===== config.mk =====
export PLATFORM = sky130hd
export DESIGN_NAME = heavy_xor_packer_flat
export DESIGN_NICKNAME = d
export VERILOG_FILES = /design/src/rtl/obtc_pkg.sv /design/src/rtl/heavy_xor_packer_if.sv /design/src/rtl/hash_ref_fifo.sv /design/src/rtl/heavy_xor_packer.sv /design/src/flat_wrapper.sv
export SDC_FILE = /design/constraint.sdc
export NUM_CORES = 1
export LEC_CHECK = 0
export CORE_AREA = 5 5 224 226
export DETAILED_ROUTE_END_ITERATION = 12
export DIE_AREA = 0 0 229 231
export PLACE_DENSITY = 0.67
export SYNTH_ARGS = -nofsm -noshare
export SYNTH_HDL_FRONTEND = slang
export SYNTH_SLANG_ARGS = --single-unit
export TNS_END_PERCENT = 20

===== constraint.sdc =====
create_clock -name clk -period 2.5 [get_ports clk]
set_clock_uncertainty 0.05 [all_clocks]
set_input_delay 0.5 -clock clk [delete_from_list [all_inputs] [get_ports clk]]
set_output_delay 0.5 -clock clk [all_outputs]
set_load 0.05 [all_outputs]

===== src/rtl/obtc_pkg.sv =====
// Shared OBTC definitions: datapath widths, beat count and the packer FSM states.
package obtc_pkg;

  localparam int HASH_W = 256;
  localparam int WORD_W = 64;
  localparam int BEATS  = 4;
  localparam int BEAT_W = $clog2(BEATS);

  typedef enum logic {
    S_COLLECT = 1'b0,
    S_SEND    = 1'b1
  } state_t;

endpackage


===== src/rtl/heavy_xor_packer_if.sv =====
// Bundle of the three handshake channels around the heavy-XOR packer:
// reference hash in, matrix product words in, packed result out.
interface heavy_xor_packer_if;
  import obtc_pkg::*;

  logic              hash_in_valid;
  logic              hash_in_ready;
  logic [HASH_W-1:0] hash_in_data;

  logic              prod_valid;
  logic              prod_ready;
  logic [WORD_W-1:0] prod_data;

  logic              out_valid;
  logic              out_ready;
  logic [HASH_W-1:0] out_data;

  logic [BEAT_W-1:0] beat_cnt;

  modport slave (
    input  hash_in_valid, hash_in_data, prod_valid, prod_data, out_ready,
    output hash_in_ready, prod_ready, out_valid, out_data, beat_cnt
  );

  modport master (
    output hash_in_valid, hash_in_data, prod_valid, prod_data, out_ready,
    input  hash_in_ready, prod_ready, out_valid, out_data, beat_cnt
  );

endinterface


===== src/rtl/hash_ref_fifo.sv =====
// First-word-fall-through FIFO holding reference hashes; head is visible on dout
// whenever empty is low. Pointers carry one extra wrap bit to tell full from empty.
module hash_ref_fifo #(
  parameter int W     = 256,
  parameter int DEPTH = 2
) (
  input  logic         clk,
  input  logic         rst,
  input  logic         push,
  input  logic [W-1:0] din,
  input  logic         pop,
  output logic [W-1:0] dout,
  output logic         full,
  output logic         empty
);

  localparam int AW = $clog2(DEPTH);

  logic [W-1:0] mem [DEPTH];
  logic [AW:0]  wr_ptr;
  logic [AW:0]  rd_ptr;

  assign empty = (wr_ptr == rd_ptr);
  assign full  = (wr_ptr[AW] != rd_ptr[AW]) && (wr_ptr[AW-1:0] == rd_ptr[AW-1:0]);
  assign dout  = mem[rd_ptr[AW-1:0]];

  // Storage write; contents need no reset because empty masks stale entries.
  always_ff @(posedge clk) begin
    if (push && !full) begin
      mem[wr_ptr[AW-1:0]] <= din;
    end
  end

  // Pointer update; reset drops every queued entry.
  always_ff @(posedge clk) begin
    if (rst) begin
      wr_ptr <= '0;
      rd_ptr <= '0;
    end else begin
      if (push && !full) begin
        wr_ptr <= wr_ptr + (AW+1)'(1);
      end
      if (pop && !empty) begin
        rd_ptr <= rd_ptr + (AW+1)'(1);
      end
    end
  end

endmodule


===== src/rtl/heavy_xor_packer.sv =====
// Collects four 64-bit matrix-product words into a 256-bit word and, when the
// OBTC_HEAVY_XOR_EN macro is defined, XORs it with the oldest queued reference
// hash. Without the macro the packed product is forwarded as-is, but the
// reference queue still pairs one hash with each result.
//
//   state     | meaning
//   S_COLLECT | accepting product words (only while a reference hash is queued)
//   S_SEND    | result registered, holding out_valid until downstream accepts
module heavy_xor_packer
  import obtc_pkg::*;
#(
  parameter int REF_DEPTH = 2
) (
  input logic clk,
  input logic rst,
  heavy_xor_packer_if.slave bus
);

  state_t                   state_q;
  state_t                   state_d;
  logic                     fifo_full;
  logic                     fifo_empty;
  logic [HASH_W-1:0]        fifo_head;
  logic                     hash_push;
  logic                     prod_ready_c;
  logic                     prod_fire;
  logic                     out_fire;
  logic                     last_beat;
  logic [HASH_W-WORD_W-1:0] acc;
  logic [BEAT_W-1:0]        beat_cnt;
  logic [HASH_W-1:0]        prod_packed;
  logic [HASH_W-1:0]        result;
  logic [HASH_W-1:0]        out_data_q;
  logic                     out_valid_q;

  assign bus.hash_in_ready = !rst && !fifo_full;
  assign hash_push         = bus.hash_in_valid && bus.hash_in_ready;
  assign prod_fire         = bus.prod_valid && prod_ready_c;
  assign out_fire          = out_valid_q && bus.out_ready;
  assign last_beat         = (beat_cnt == BEAT_W'(BEATS-1));

  hash_ref_fifo #(
    .W     (HASH_W),
    .DEPTH (REF_DEPTH)
  ) u_ref_fifo (
    .clk   (clk),
    .rst   (rst),
    .push  (hash_push),
    .din   (bus.hash_in_data),
    .pop   (out_fire),
    .dout  (fifo_head),
    .full  (fifo_full),
    .empty (fifo_empty)
  );

  // The final word goes straight into the result, so acc only keeps the earlier beats.
  assign prod_packed = {acc, bus.prod_data};

`ifdef OBTC_HEAVY_XOR_EN
  assign result = prod_packed ^ fifo_head;
`else
  logic unused_head;
  assign unused_head = ^fifo_head;
  assign result      = prod_packed;
`endif

  // State register.
  always_ff @(posedge clk) begin
    if (rst) begin
      state_q <= S_COLLECT;
    end else begin
      state_q <= state_d;
    end
  end

  // Next-state and product-channel ready; words are refused while no hash is queued.
  always_comb begin
    state_d      = state_q;
    prod_ready_c = 1'b0;
    case (state_q)
      S_COLLECT: begin
        prod_ready_c = !rst && !fifo_empty;
        if (bus.prod_valid && prod_ready_c && last_beat) begin
          state_d = S_SEND;
        end
      end
      S_SEND: begin
        if (out_fire) begin
          state_d = S_COLLECT;
        end
      end
      default: state_d = S_COLLECT;
    endcase
  end

  // Beat collection, result register and output-valid handshake.
  always_ff @(posedge clk) begin
    if (rst) begin
      acc         <= '0;
      beat_cnt    <= '0;
      out_data_q  <= '0;
      out_valid_q <= 1'b0;
    end else begin
      if (prod_fire) begin
        beat_cnt <= beat_cnt + BEAT_W'(1);
        for (int k = 0; k < BEATS-1; k++) begin
          if (beat_cnt == BEAT_W'(k)) begin
            acc[(HASH_W-WORD_W-1) - WORD_W*k -: WORD_W] <= bus.prod_data;
          end
        end
        if (last_beat) begin
          out_data_q  <= result;
          out_valid_q <= 1'b1;
        end
      end
      if (out_fire) begin
        out_valid_q <= 1'b0;
      end
    end
  end

  assign bus.prod_ready = prod_ready_c;
  assign bus.out_valid  = out_valid_q;
  assign bus.out_data   = out_data_q;
  assign bus.beat_cnt   = beat_cnt;

endmodule


===== src/flat_wrapper.sv =====
// flat-port wrapper written by rule: the top's interface ports become plain ports
module heavy_xor_packer_flat import obtc_pkg::*;
#(
  parameter int REF_DEPTH = 2
)
  (clk, rst, bus_hash_in_valid, bus_hash_in_data, bus_prod_valid, bus_prod_data, bus_out_ready, bus_hash_in_ready, bus_prod_ready, bus_out_valid, bus_out_data, bus_beat_cnt);
  heavy_xor_packer_if bus_i ();
  input logic clk;
  input logic rst;
  input wire logic [$bits(bus_i.hash_in_valid)-1:0] bus_hash_in_valid;
  input wire logic [$bits(bus_i.hash_in_data)-1:0] bus_hash_in_data;
  input wire logic [$bits(bus_i.prod_valid)-1:0] bus_prod_valid;
  input wire logic [$bits(bus_i.prod_data)-1:0] bus_prod_data;
  input wire logic [$bits(bus_i.out_ready)-1:0] bus_out_ready;
  output wire logic [$bits(bus_i.hash_in_ready)-1:0] bus_hash_in_ready;
  output wire logic [$bits(bus_i.prod_ready)-1:0] bus_prod_ready;
  output wire logic [$bits(bus_i.out_valid)-1:0] bus_out_valid;
  output wire logic [$bits(bus_i.out_data)-1:0] bus_out_data;
  output wire logic [$bits(bus_i.beat_cnt)-1:0] bus_beat_cnt;
  assign bus_i.hash_in_valid = bus_hash_in_valid;
  assign bus_i.hash_in_data = bus_hash_in_data;
  assign bus_i.prod_valid = bus_prod_valid;
  assign bus_i.prod_data = bus_prod_data;
  assign bus_i.out_ready = bus_out_ready;
  assign bus_hash_in_ready = bus_i.hash_in_ready;
  assign bus_prod_ready = bus_i.prod_ready;
  assign bus_out_valid = bus_i.out_valid;
  assign bus_out_data = bus_i.out_data;
  assign bus_beat_cnt = bus_i.beat_cnt;
  heavy_xor_packer #(.REF_DEPTH(REF_DEPTH)) u_core (.clk(clk), .rst(rst), .bus(bus_i));
endmodule

# Word-level counts from Yosys, hierarchy flattened
# Cells that the tools add are included.
# Widths: inputs -> output; s select.
# word_totals
elab_cells	42
register_bits	456
n_memories	0
latchBits	0
output_inout_bits	261
romBits	0
ramBits	0
in_bits	325
# classes
div_mod_pow	0
add_sub_neg	3
n_shift	0
magnitude_cmp	0
muxes	4
bitwise	1
reduce_logical	19
multipliers	0
eq_ne	6
# op_table
cell	n
$logic_and 1x1->1	10
$reduce_and 2->1	4
$add 2x1->2 const B	3
$eq 2x2->1 const B	2
$logic_not 1->1	3
$mux 1	3
$eq 2x1->1 const B	1
$eq 2x2->1	1
$logic_not 2->1	1
$pmux 1 s2	1
$reduce_or 2->1	1
$eq 1x1->1	1
$ne 1x1->1	1
$not 1->1	1

# Logic depth before layout (Yosys ltp)
# Gate-level depths: netlist of the first run.
# logic_depth
ltp_word	7
ltp_mapped	8
mapped_depth_nobuf	5

# Modules after synthesis
# Synthesis of the first run repeated with hierarchy kept, for this count alone.
# unflattened
cells_unflattened	2367
hier_area_um2	36119.6
# by_module_without_submodules
mod	seq_area_each_um2	instances	area_each_um2	cells_each
hash_ref_fifo	15474.8	1	18741.7	829
heavy_xor_packer	9048.7	1	17377.9	1538

# Worst setup path after synthesis of the first run
# Ideal clock, no wire load.
# synth_timing
path_type	input to output
start	input port rst
end	output port bus_prod_ready
path_buffers	3
t_required_ns	1.950
arrival_time_ns	2.254
slack_ns	-0.304
cell_stages	4
cell_sequence	clkbuf_1 -> clkbuf_1 -> clkbuf_1 -> a211oi_1
# synth_via
elab_chain_len	3
# synth_rtl
element	line_no	source
start, declared	flat_wrapper.sv:9	input logic rst;
$logic_not 1->1	heavy_xor_packer.sv:82	prod_ready_c = !rst && !fifo_empty;
$logic_and 1x1->1	heavy_xor_packer.sv:82	
$mux 1	heavy_xor_packer.sv:80	case (state_q)
end, declared	flat_wrapper.sv:16	output wire logic [$bits(bus_i.prod_ready)-1:0] bus_prod_ready;
# Every way passes these cells.

# Worst setup path after layout of the first run
# layout_timing
start	register u_core.out_data_q[248], in the netlist u_core.bus.out_data[248]
end	output port bus_out_data[248]
# layout_lines
element	line_no	source
start, declared	heavy_xor_packer.sv:33	logic [HASH_W-1:0] out_data_q;
start signal, assigned	heavy_xor_packer.sv:112	out_data_q <= result;
end, declared	flat_wrapper.sv:18	output wire logic [$bits(bus_i.out_data)-1:0] bus_out_data;
# No word-level cell between the ends.

==> results of run 1 <==
-- cells in the mapped netlist, types with 2 or more instances --
master    instances  share of area (%)
nor2_1            3              0.063
ha_1              4               0.28
buf_4             6               0.25
dfxtp_1         456                 51
mux2_2            2               0.13
a211oi_1          3               0.13
buf_6            14               0.89
nand2b_1        518                 18
inv_1             5               0.11
xor2_1            2              0.098
clkbuf_1         58                1.2
a21oi_1           6               0.17
buf_8             3               0.25
nand2_1           5               0.11
buf_2            26               0.73
mux2i_1         450                 25
-- timing repair --
action | CTS | global route
endpoints found under the setup margin | 1 | 0
buffers inserted | 0 | 0
gates resized for setup | 1 | 0
-- worst paths after layout --
kind                               start                  endpoint  slack [ns]  cells after the start
max             u_core.bus.out_data[248]         bus_out_data[248]        0.09                      1
min             u_core.bus.out_data[139]  u_core.bus.out_data[139]        0.42                      2
max reg2reg  u_core.u_ref_fifo.wr_ptr[1]   u_core.bus.out_data[67]        0.51                      5
min reg2reg     u_core.bus.out_data[139]  u_core.bus.out_data[139]        0.42                      2
-- logic make-up after synthesis --
family,after synthesis
buf+inv,113
simple gates,530
xor+xnor,4
flops,456
compound gates,17
fa+ha+maj,4
mux,452
-- flip-flops by register name (all words and copies together), names as in the netlist --
signal / flops
u_core.bus.out_data: 256
u_core.acc: 192
u_core.bus.beat_cnt: 2
u_core.u_ref_fifo.rd_ptr: 2
u_core.u_ref_fifo.wr_ptr: 2
u_core.bus.out_valid: 1
u_core.state_q: 1
-- cell type report --
type,instances,area [um2],area share [%]
Sequential cell,456,9129,38.82
Multi-Input combinational cell,1007,8104,34.46
Timing Repair Buffer,368,3816,16.23
Clock buffer,71,1428,6.071
Tap cell,622,778.2,3.309
Clock inverter,15,242.7,1.032
Inverter,5,18.77,0.07981
-- through the flow --
| step | cells | util [%] | cell area [um2] | power, mW | setup WS (ns) |
|---|---|---|---|---|---|
| global route | 2544 | 48.85 | 23520 | 16.25 | 0.005105 |
| global placement | 2458 | 45.36 | 21830 | 8.322 | 0.1887 |
| finish | 2544 | 48.85 | 23520 | 15.62 | 0.09472 |
| floorplan | 1576 | - | 17800 | 8.050 | 0.1177 |
| CTS | 2544 | 48.85 | 23520 | 15.86 | 0.04047 |
| detailed placement | 2458 | 45.36 | 21830 | 8.338 | 0.09911 |
-- metal layers --
metal	track usage (%)	vias to the layer above
met2	24.03	314
met3	7.674	52
li1	-	5829
met1	22.39	5552
met4	3.740	2
met5	0	-
-- power groups by stage --
stage	logic [mW]	clock network, mW	registers (mW)
3_3_place_gp	0.776	0	7.55
6_report	0.782	7.45	7.39
3_5_place_dp	0.789	0	7.55
4_1_cts	0.794	7.68	7.39
5_1_grt	0.844	8.02	7.39
2_1_floorplan	0.500	0	7.55
==> out/results.ini, run 1 <==
[sta]
finalCritPeriodShare_pct=96.21
whs_ns=0.4212
slew_violations=0
period_needed_ns=2.405
worstMarginPinSlew_ns=0.6916
clock.fmax_ghz=0.4158
setup_viol_count_final=0
hold_viol=0
max-slew-margin-rel_pct=53.75
grt_setup_unrepaired=false
tns_ns=0

[drt]
top_layer=met5
postRouteAntennaNets=0
dr_total_vias=11750
met2_length_um=18370
wl_met1_um=21510
drtIter0Drc=464
first_pass_iters=4
drc=0
routed_wl_um=44980
avgViaCountPerCell=4.618
wl_met3_um=4307
wire_per_inst_um=17.68

[synthesis]
synth_edf_count=0
synth_nets=1905
synth_top_family_by_area=multiplexers
yosys_warnings=0
synth_seq_cells=456
ys_async_sr_fraction_pct=0
synthMuxAreaShare_pct=25.44
synth_simple_gate_area_share_pct=18.53
ys_types=31
synthAdderAreaFrac_pct=0.2813
syn_inst=1576
synth-main-ff-cell=dfxtp_1
syn_area_um2=17790
synth_compound_area_share_pct=0.7242
seq_area_frac_synth_pct=51.30
syn_avg_cell_area_um2=11.29
synthXorXnorAreaFrac_pct=0.2391

[grt]
grt_start_max_net_pins=100
antenna_found_initial=1
grt-ovfl-total=0
grt_use_total_pct=16.49
grt_pass1_wl_um=70480
grt_pass1_vias=12300

[placed_design]
finalWeightedCongestion=0.7799
post-dp-hpwl_um=29970
port_buffers=329

[pwr]
power.sequential.fraction_pct=47.3
intPower_mw=12.31
powerDensity_nw_per_um2=664.1
pwr-share-clk_pct=47.7
p_comb_share_pct=5.0
ir_drop_uv=458.7
p_leak_nw=8.413
swShare_pct=21.15
p_sw_mw=3.303

[clocking]
cts_root_buffer=clkbuf_16
clk_pin_slew_ns=0.06
clock_path_buffers=3
clock-sinks=456
clk_latency_ns=0.57
cts_tree=yes
hold_buffers=0
cts_buffers=48
cts.htree.levels=2

[worst_setup_path]
crit_fanout=2
path_cells=clkdlybuf4s50_1
path_class=reg -> out
critPathTopFamily=buffers and inverters
cp_num_buf_inv=1
end_kind=output port
crit_arrival_ns=1.86
cpMaxStageDelayCell=clkdlybuf4s50_1
critPathRequiredTime_ns=1.95
critical_path.max_stage_delay_ns=0.94
worst_setup_path_start_kind=flop

[floorplanning]
chipHeight_um=231
ios=586
design.core.area_um2=48140
die_x_um=229
fp.dieArea_um2=52900
start_util_pct=36.96
rows=81

[cells_and_area]
mostFrequentLayoutCell=nand2b_1
final_cell_mix=nand2b_1, dfxtp_1, mux2i_1
num_antenna_cells=0
fill_cells=4322
synthToLayoutAreaGrowth_pct=32.15
drive_above_1_share_pct=6.868
nets=2215

[worst_hold_path]
hp-class=reg -> reg

[flow_run]
maxCapViolCount=0

[status]
status=completed

(Power assumes the default switching activity.)
==> run 2, diff against run 1 <==
==> constraint.sdc (replaced) <==
create_clock -name clk -period 2.4 [get_ports clk]
set_clock_uncertainty 0.05 [all_clocks]
set_input_delay 0.48 -clock clk [delete_from_list [all_inputs] [get_ports clk]]
set_output_delay 0.48 -clock clk [all_outputs]
set_load 0.05 [all_outputs]
==> out/results.ini, run 2 (synthesis results as in run 1) <==
[status]
status=completed

[sta]
clock.fmax_ghz=0.4310
hold_viol=0  ; unchanged
grt_setup_unrepaired=false
tns_ns=0  ; unchanged
slew_violations=0  ; unchanged
worstMarginPinSlew_ns=0.6157  ; -0.07587 ns
period_needed_ns=2.320
timing.final.ws_setup_ns=0.07967  ; -0.01505 ns
finalCritPeriodShare_pct=96.68
whs_ns=0.3839  ; -0.03725 ns
max-slew-margin-rel_pct=58.82  ; +5.1 points
setup_viol_count_final=0  ; unchanged

[floorplanning]
die_x_um=229  ; unchanged
fp.dieArea_um2=52900  ; unchanged
design.core.area_um2=48140  ; unchanged
ios=586  ; unchanged
rows=81  ; unchanged
start_util_pct=36.96  ; unchanged
chipHeight_um=231  ; unchanged

[placed_design]
finalWeightedCongestion=0.7690  ; -1.4%
post_dp_cell_area_um2=21850  ; about the same
post-dp-hpwl_um=29990  ; about the same
place_ws_ns=0.09872  ; -0.0003957 ns
port_buffers=329  ; unchanged

[worst_setup_path]
critPathTopFamily=buffers and inverters
cp_num_buf_inv=1  ; unchanged
cpMaxStageDelayCell=clkdlybuf4s50_1
r2r-start=u_core.u_ref_fifo.rd_ptr[0]
r2r_end=u_core.bus.out_data[96]
rrSetupSlack_ns=0.52  ; about the same
crit_fanout=2  ; unchanged
crit_arrival_ns=1.79  ; -0.07 ns
critPathRequiredTime_ns=1.87  ; -0.08 ns
path_class=reg -> out
critical_path.max_stage_delay_ns=0.87  ; -0.07 ns
end_kind=output port
worst_setup_path_start_kind=flop
reg2regPathDepth=5  ; unchanged
path_cells=clkdlybuf4s50_1

[clocking]
clock_path_buffers=3  ; unchanged
cts.htree.levels=2  ; unchanged
cts_tree=yes
clk_latency_ns=0.57  ; about the same
clock-sinks=456  ; unchanged
clk_pin_slew_ns=0.06  ; about the same
cts_buffers=49  ; +2.1%
post_cts_buffers=0  ; unchanged
cts_root_buffer=clkbuf_16

[flow_run]
maxCapViolCount=0  ; unchanged

[pwr]
intPower_mw=12.84  ; +4.3%
p_leak_nw=8.485  ; +0.86%
ir_drop_uv=445.9  ; -2.8%
p_comb_share_pct=5.0  ; about the same
powerDensity_nw_per_um2=692.4  ; +4.3%
power.sequential.fraction_pct=47.2  ; about the same
p_sw_mw=3.462  ; +4.8%
swShare_pct=21.24  ; +0.084 points
fin_total_pwr_mw=16.30  ; +4.4%
pwr-share-clk_pct=47.8  ; about the same

[drt]
drtIter0Drc=543  ; +17%
first_pass_iters=4  ; unchanged
postRouteAntennaNets=0  ; unchanged
wire_per_inst_um=17.57  ; -0.65%
drc=0  ; unchanged
routed_wl_um=44600  ; -0.84%
dr_total_vias=11780  ; +0.28%
avgViaCountPerCell=4.640  ; +0.48%

[grt]
grt_use_total_pct=16.44  ; -0.055 points
grt_start_max_net_pins=115  ; +15%
globalRoute.busiestLayer=met2
antenna_found_initial=3  ; +2
grt_pass1_wl_um=70630  ; +0.21%
grt-ovfl-total=0  ; unchanged
met2_usage_pct=24.25  ; +0.22 points
grt_pass1_vias=12470  ; +1.4%
grtUsageMet1_pct=22.05  ; -0.34 points
use_met3_pct=7.674  ; unchanged

[worst_hold_path]
worstHoldPathCells=3  ; +1
worstHoldStart=rst
hp-class=in -> reg
hold_path_end=u_core.bus.beat_cnt[0]

[cells_and_area]
num_antenna_cells=0  ; unchanged
design_area_um2=23550  ; +0.13%
final_cell_mix=nand2b_1, dfxtp_1, mux2i_1
synthToLayoutAreaGrowth_pct=32.32
drive_above_1_share_pct=6.886  ; +0.018 points
nets=2213  ; -0.090%
largest_reg_flops=256  ; unchanged
mostFrequentLayoutCell=nand2b_1
fill_cells=4380  ; +1.3%

## run 2: changes by cell type in the layout (fill, tap and decap cells not counted), moves of 2 or more
cell and change:
buf_12 +3, buf_4 -5, clkbuf_16 +2, clkbuf_8 -7
clkdlybuf4s50_1 -7, clkinv_2 +3, dfxtp_1 -3, dfxtp_2 +3
dlygate4sd2_1 +3, dlymetal6s2s_1 +3
## run 2: cell type report
cell class	instances	area (um2)	share of cell area, %
sequential	456	9133	38.79
tap	622	778.2	3.305
multi-input combinational	1007	8123	34.50
timing repair buffer	365	3832	16.28
clock inverter	18	280.3	1.190
inverter	5	18.77	0.07971
clock buffer	66	1381	5.866
## run 2: per-layer routing
layer	routed length (um)	vias to the layer above
li1	-	5828
met1	21060	5567
met2	18310	332
met3	4496	51
met4	718	4
met5	20	-
## run 2: power by group through the flow
stage / combinational (mW) / clock [mW] / sequential, mW
2_1_floorplan: 0.521 / 0 / 7.86
3_3_place_gp: 0.808 / 0 / 7.86
3_5_place_dp: 0.820 / 0 / 7.86
4_1_cts: 0.825 / 8.04 / 7.70
5_1_grt: 0.877 / 8.36 / 7.70
6_report: 0.811 / 7.79 / 7.70
## run 2: worst max path at each step
stage                                 from                end  slack [ns]  cells past startpoint
5_1_grt           u_core.bus.out_data[133]  bus_out_data[133]      0.0006                      1
3_5_place_dp                bus_prod_valid      u_core.acc[8]         0.1                      5
3_3_place_gp                bus_prod_valid     u_core.acc[10]        0.11                      5
2_1_floorplan                          rst  bus_hash_in_ready        0.06                      4
6_report          u_core.bus.out_data[120]  bus_out_data[120]        0.08                      1
4_1_cts        u_core.u_ref_fifo.rd_ptr[1]     bus_prod_ready       0.002                      3
## run 2: per-stage QoR
step | std cells | util (%)
4_1_cts | 2539 | 48.89
6_report | 2539 | 48.91
5_1_grt | 2539 | 48.91
3_3_place_gp | 2455 | 45.38
2_1_floorplan | 1576 | -
3_5_place_dp | 2455 | 45.38
## run 2: what timing repair did
action / 4_1_cts / 5_1_grt
resized for setup: 7 / 5
endpoints found under the setup margin: 5 / 5
pin swaps: 0 / 0
hold buffers: 0 / 0
gates cloned: 0 / 0
